--- src/rtl/ads131a0x_spi_responder.sv ---
// SPI device-side responder for an ADS131A0x-style ADC: each frame streams a response word and
// the channel samples, while the first word from the master is executed as a command.
module ads131a0x_spi_responder #(
   parameter int unsigned WORD_BITS = 16,
   parameter int unsigned CHANNELS  = 4
) (
   input  logic                          system_clock,
   input  logic                          reset_n,
   input  logic                          SPI_SCLK,
   input  logic                          SPI_CS,
   input  logic                          SPI_MOSI,
   output logic                          SPI_MISO,
   input  logic                          SPI_RESET,
   input  logic [CHANNELS*WORD_BITS-1:0] ch_data,
   input  logic                          sample_strobe,
   output logic                          drdy_n,
   output logic                          locked,
   output logic                          cmd_valid,
   output logic [WORD_BITS-1:0]          cmd_word,
   output logic                          frame_abort
);

   localparam int unsigned FrameBits = (1 + CHANNELS) * WORD_BITS;
   localparam int unsigned CntW      = $clog2(FrameBits + 1);

   localparam logic [CntW-1:0]      CmdBits      = CntW'(WORD_BITS);
   localparam logic [CntW-1:0]      LastCmdBit   = CntW'(WORD_BITS - 1);
   localparam logic [CntW-1:0]      LastFrameBit = CntW'(FrameBits - 1);
   localparam logic [WORD_BITS-1:0] CmdReset     = WORD_BITS'(16'h0011);
   localparam logic [WORD_BITS-1:0] CmdUnlock    = WORD_BITS'(16'h0655);
   localparam logic [WORD_BITS-1:0] CmdLock      = WORD_BITS'(16'h0555);
   localparam logic [WORD_BITS-1:0] RespReset    = WORD_BITS'(16'hFF04);

   typedef enum logic [1:0] {StIdle, StShift, StOverrun} state_e;

   state_e                 state_q;
   logic [FrameBits-1:0]   shift_q;
   logic [FrameBits-1:0]   frame_load;
   logic [CntW-1:0]        bit_cnt_q;
   logic [WORD_BITS-2:0]   cmd_sh_q;
   logic [WORD_BITS-1:0]   resp_q;
   logic [7:0]             regs_q [32];

   logic [2:0] sclk_sync, cs_sync;
   logic [1:0] mosi_sync, rst_sync;
   logic       sclk_rise, sclk_fall, cs_fall, cs_rise, mosi_bit, dev_reset;

   // Third stage of SCLK/CS only serves edge detection.
   always_ff @(posedge system_clock or negedge reset_n) begin
      if (!reset_n) begin
         sclk_sync <= 3'b000;
         cs_sync   <= 3'b111;
         mosi_sync <= 2'b00;
         rst_sync  <= 2'b11;
      end else begin
         sclk_sync <= {sclk_sync[1:0], SPI_SCLK};
         cs_sync   <= {cs_sync[1:0], SPI_CS};
         mosi_sync <= {mosi_sync[0], SPI_MOSI};
         rst_sync  <= {rst_sync[0], SPI_RESET};
      end
   end

   assign sclk_rise = sclk_sync[1] & ~sclk_sync[2];
   assign sclk_fall = ~sclk_sync[1] & sclk_sync[2];
   assign cs_fall   = ~cs_sync[1] & cs_sync[2];
   assign cs_rise   = cs_sync[1] & ~cs_sync[2];
   assign mosi_bit  = mosi_sync[1];
   assign dev_reset = ~rst_sync[1];

   // Response in the top word, then channel 0 .. CHANNELS-1.
   always_comb begin
      frame_load = '0;
      frame_load[FrameBits-1 -: WORD_BITS] = resp_q;
      for (int k = 0; k < int'(CHANNELS); k++) begin
         frame_load[(int'(CHANNELS) - 1 - k) * int'(WORD_BITS) +: WORD_BITS] =
            ch_data[k * int'(WORD_BITS) +: WORD_BITS];
      end
   end

   logic [2:0]           opcode;
   logic [4:0]           addr;
   logic [7:0]           wdata;
   logic [WORD_BITS-1:0] exec_resp;
   logic                 exec_lock, exec_wr, exec_clr;

   assign opcode = cmd_word[WORD_BITS-1 -: 3];
   assign addr   = cmd_word[WORD_BITS-4 -: 5];
   assign wdata  = cmd_word[7:0];

   always_comb begin
      exec_resp = WORD_BITS'({8'h22, regs_q[2]});
      exec_lock = locked;
      exec_wr   = 1'b0;
      exec_clr  = 1'b0;
      if (cmd_word == CmdReset) begin
         exec_resp = RespReset;
         exec_lock = 1'b1;
         exec_clr  = 1'b1;
      end else if (cmd_word == CmdUnlock) begin
         exec_resp = CmdUnlock;
         exec_lock = 1'b0;
      end else if (cmd_word == CmdLock) begin
         exec_resp = CmdLock;
         exec_lock = 1'b1;
      end else if (opcode == 3'b001) begin
         exec_resp = WORD_BITS'({3'b001, addr, regs_q[addr]});
      end else if (opcode == 3'b010 && !locked) begin
         exec_resp = WORD_BITS'({3'b001, addr, wdata});
         exec_wr   = 1'b1;
      end
   end

   always_ff @(posedge system_clock or negedge reset_n) begin
      if (!reset_n) begin
         state_q     <= StIdle;
         shift_q     <= '0;
         bit_cnt_q   <= '0;
         cmd_sh_q    <= '0;
         resp_q      <= RespReset;
         SPI_MISO    <= 1'b0;
         drdy_n      <= 1'b1;
         locked      <= 1'b1;
         cmd_valid   <= 1'b0;
         cmd_word    <= '0;
         frame_abort <= 1'b0;
         for (int i = 0; i < 32; i++) regs_q[i] <= 8'h00;
      end else begin
         cmd_valid   <= 1'b0;
         frame_abort <= 1'b0;
         if (cs_fall) begin
            drdy_n <= 1'b1;
         end else if (sample_strobe) begin
            drdy_n <= 1'b0;
         end

         if (dev_reset) begin
            state_q   <= StIdle;
            SPI_MISO  <= 1'b0;
            resp_q    <= RespReset;
            locked    <= 1'b1;
            bit_cnt_q <= '0;
            for (int i = 0; i < 32; i++) regs_q[i] <= 8'h00;
         end else if (cs_rise) begin
            state_q  <= StIdle;
            SPI_MISO <= 1'b0;
            if (state_q != StIdle) begin
               if (bit_cnt_q >= CmdBits) begin
                  resp_q <= exec_resp;
                  locked <= exec_lock;
                  if (exec_clr) begin
                     for (int i = 0; i < 32; i++) regs_q[i] <= 8'h00;
                  end else if (exec_wr) begin
                     regs_q[addr] <= wdata;
                  end
               end else begin
                  frame_abort <= 1'b1;
               end
            end
         end else begin
            unique case (state_q)
               StIdle: begin
                  SPI_MISO <= 1'b0;
                  if (cs_fall) begin
                     state_q   <= StShift;
                     shift_q   <= frame_load;
                     bit_cnt_q <= '0;
                  end
               end
               StShift: begin
                  if (sclk_rise) begin
                     SPI_MISO <= shift_q[FrameBits-1];
                     shift_q  <= {shift_q[FrameBits-2:0], 1'b0};
                  end
                  if (sclk_fall) begin
                     bit_cnt_q <= bit_cnt_q + CntW'(1);
                     if (bit_cnt_q < CmdBits) cmd_sh_q <= {cmd_sh_q[WORD_BITS-3:0], mosi_bit};
                     if (bit_cnt_q == LastCmdBit) begin
                        cmd_word  <= {cmd_sh_q, mosi_bit};
                        cmd_valid <= 1'b1;
                     end
                     if (bit_cnt_q == LastFrameBit) begin
                        state_q  <= StOverrun;
                        SPI_MISO <= 1'b0;
                     end
                  end
               end
               StOverrun: SPI_MISO <= 1'b0;
               default:   state_q  <= StIdle;
            endcase
         end
      end
   end

endmodule

--- config.mk ---
export PLATFORM = sky130hd
export DESIGN_NAME = ads131a0x_spi_responder
export DESIGN_NICKNAME = d
export VERILOG_FILES = /design/src/rtl/ads131a0x_spi_responder.sv
export SDC_FILE = /design/constraint.sdc
export NUM_CORES = 1
export LEC_CHECK = 0
export ABC_AREA = 1
export BUFFER_PORTS_ARGS = -buffer_cell sky130_fd_sc_hd__buf_2
export CORE_ASPECT_RATIO = 0.5
export CORE_MARGIN = 2
export CORE_UTILIZATION = 50
export DETAILED_ROUTE_END_ITERATION = 12
export PLACE_DENSITY = 0.67
export SYNTH_ARGS = -nofsm -noshare
export SYNTH_HDL_FRONTEND = slang
export SYNTH_SLANG_ARGS = --single-unit
--- constraint.sdc ---
create_clock -name system_clock -period 2.2 [get_ports system_clock]
set_clock_uncertainty 0.1 [all_clocks]
set_input_delay 0.33 -clock system_clock [delete_from_list [all_inputs] [get_ports system_clock]]
set_output_delay 0.33 -clock system_clock [all_outputs]
set_load 0.01 [all_outputs]
==> impl_metrics.csv <==
group,metric,value,unit
layout,fillCellCount,3718,
routing,wl,64.59,mm
floorplanning,die_w,293.9,um
clock_network,cts_tree,"done",
floorplanning,row_count,53,
global_route,grt_pass1_vias,18612,
global_route,grt-ovfl-total,0,
placement,place_congestion,0.9396,
sta,hold_ws,0.1789,ns
layout,final_common_cell,"nand2_1",
routing,drc,0,
synth,synth.area.top_cells,"dfrtp_1 47%, nand2_1 16%, o21ai_0 8.0%, inv_1 4.8%, nor3_1 4.7%",
synth,ys_warn_count,0,
synth,ys_ff_latch,406,
sta,slew_headroom,0.2259,
worst_setup_path,end_kind,"flop",
sta,hold_violations,0,
layout,final_nets,3120,
global_route,grt_max_degree,194,
layout,final_cell_mix,"857 x nand2_1, 389 x dfrtp_1, 308 x o21ai_0",
sta,finalWorstSetupSlack,-0.06672,ns
floorplanning,start_util,0.5037,
floorplanning,num_io_pins,92,
sta,maxSlewViolCount,0,
layout,drive_above_1_share,0.1415,
placement,dpl_cell_area,22730,sq um
sta,rsz0062_at_grt,"yes",
sta,finalCritPeriodShare,1.030,
power_and_ir_drop,powerDensity,728.9,nW/um^2
run_status,status,"finished, violations left",
layout,num_antenna_cells,0,
worst_setup_path,cp.arrival,2.62,ns
placement,dp_hpwl,38.53,mm
routing,via_per_inst,5.467,
routing,vias,19812,
clock_network,clkSlewWorstSetupHoldPaths,0.07,ns
job,drv_cap,0,
sta,timing.fmax,441.2,MHz
run_status,violations,"setup timing",
floorplanning,coreArea,41710,sq um
sta,period_minus_slack,2.267,ns
worst_setup_path,worstSetupPathType,"reg -> reg",
synth,synthCells,2851,
placement,port_buffers,91,
routing,final_antenna_net_count,0,
floorplanning,fp.dieH,149.0,um
floorplanning,dieArea,43780,sq um
sta,tightestPinTransition,1.161,ns
global_route,grt_antenna_before_repair,0,
power_and_ir_drop,peakVddDrop,0.6528,mV
global_route,grt_pass1_wl,100.8,mm
synth,netlist_area,21010,sq um
layout,synthToLayoutAreaGrowth,20.72,%
synth,syn_nets,2924,
routing,wl_per_cell,17.82,um
placement,dp_slack,-0.04299,ns
sta,setup_violations,20,
min_path,worstHoldPathType,"in -> async",
clock_network,ctsLongestPathBuffers,3,
layout,fin_area,25360,sq um
worst_setup_path,required,2.55,ns
routing,dr.pass1.iters,6,
clock_network,clock-sinks,406,
synth,yosysUniqueCellTypes,34,
global_route,grt_usage,0.2912,
synth,seq_area_frac_synth,0.4845,
clock_network,clk_latency,0.55,ns
power_and_ir_drop,p_leak,11.91,nW
synth,syn_avg_cell_area,7.369,sq um
routing,drtIter0Drc,2073,
worst_setup_path,worstSetupStartpointType,"flop",
clock_network,cts_buffers,39,
clock_network,ctsHtreeMaxLevel,2,
synth,synth_top_area_share,0.4657,
power_and_ir_drop,power,18.49,mW
clock_network,root_buffer,"clkbuf_16",
synth,synth_area_leader_cell,"dfrtp_1",
worst_setup_path,crit_fanout,10,
sta,fin_tns_setup,-0.2658,ns
## synth_stat cells
| cell type | n |
|---|---|
| dfrtp_1 | 391 |
| ha_1 | 2 |
| a211oi_1 | 2 |
| nor2_2 | 14 |
| or2_2 | 1 |
| a21oi_1 | 32 |
| o21a_1 | 1 |
| buf_1 | 8 |
| nand3_2 | 1 |
| xor2_1 | 2 |
| buf_4 | 5 |
| a31oi_1 | 6 |
| dfstp_2 | 15 |
| buf_2 | 44 |
| clkbuf_1 | 97 |
| o21ai_0 | 336 |
| nor2_1 | 258 |
| nand2_2 | 3 |
| nor3_4 | 1 |
| buf_6 | 14 |
| o21ai_1 | 73 |
| o211ai_1 | 74 |
| o22ai_1 | 3 |
| nor3_2 | 1 |
| inv_1 | 269 |
| a22oi_1 | 4 |
| nor3_1 | 197 |
| inv_2 | 6 |
| clkinv_1 | 6 |
| nand4_1 | 4 |
| nand2_1 | 873 |
| nor2_4 | 17 |
| nand3_1 | 90 |
| nor4_1 | 1 |
## worst max-delay path, cell delays in order (launching register included)
cell and delay [ns]:
dfrtp_1 0.43, nor2_4 0.13, nand3_2 0.10, nor3_2 0.15
nand2_2 0.13, nand3_4 0.11, nand3_4 0.13, buf_12 0.19
nor2_4 0.20, buf_4 0.18, buf_16 0.14, nand2_1 0.06
o21ai_0 0.10
## per-stage QoR
| step | instances | utilization |
|---|---|---|
| after floorplan | 2851 | - |
| after global placement | 3458 | 0.5450 |
| after detailed placement | 3458 | 0.5450 |
| after CTS | 3607 | 0.5995 |
| after global routing | 3624 | 0.6081 |
| final | 3624 | 0.6081 |
## power breakdown
part,total [mW],internal [mW],switching [mW]
clock network,6.90,3.92,2.99
registers,8.60,8.32,0.282
logic,2.98,0.987,2.00
total,18.5,13.2,5.26
## final timing paths
check | startpoint | to | slack (ns) | cells past startpoint
max | cmd_word[15] | regs_q[156] | -0.07 | 12
min | reset_n | shift_q[26] | 0.18 | 2
max reg2reg | cmd_word[15] | regs_q[156] | -0.07 | 12
min reg2reg | sclk_sync[0] | sclk_sync[1] | 0.25 | 0
max in group asynchronous | reset_n | resp_q[2] | 1.00 | 4
min in group system_clock | sclk_sync[0] | sclk_sync[1] | 0.25 | 0
## repair_timing
action                                  CTS  global route
hold endpoints to repair                131             0
endpoints found under the setup margin   92           264
resized for setup                        20           102
hold buffers                             70             0
buffers inserted                          6             9
gates cloned                              5             9
pin swaps                                 2             9
## layout make-up
type | instances | area, sq um | share of cell area
clock buffer | 58 | 1170 | 0.04612
sequential | 406 | 10180 | 0.4014
multi-input combinational | 1998 | 9209 | 0.3631
inverter | 281 | 1065 | 0.04198
timing repair buffer | 321 | 2944 | 0.1161
clock inverter | 10 | 106.4 | 0.004193
tap | 550 | 688.2 | 0.02713
## cells by family (layout without fill, tap and decap cells)
group,count (synthesis),in the layout,synth area share
buffers and inverters,449,670,0.08873
and+or+nand+nor,1461,1463,0.2881
adders and majority gates,2,2,0.001191
DFF,406,406,0.4845
AOI/OAI and AO/OA,531,531,0.1367
xor gates and xnor gates,2,2,0.0008339
## state kept, by name (all words and copies together) (netlist names)
signal / count
SPI_MISO: 1
bit_cnt_q: 7
cmd_sh_q: 15
cmd_valid: 1
cmd_word: 16
cs_sync: 3
drdy_n: 1
frame_abort: 1
locked: 1
mosi_sync: 2
regs_q: 256
resp_q: 15
rst_sync: 2
sclk_sync: 3
shift_q: 80
state_q: 2
## layer usage
layer  global-route usage  wire length, um  vias to the layer above
met5                    0                0                        -
met4              0.08546             1991                        0
met3              0.05855             5630                      141
met2               0.4455            27800                      745
met1               0.4201            29170                     9364
li1                     -                -                     9562
No activity file was read; power rests on OpenSTA's default activity.
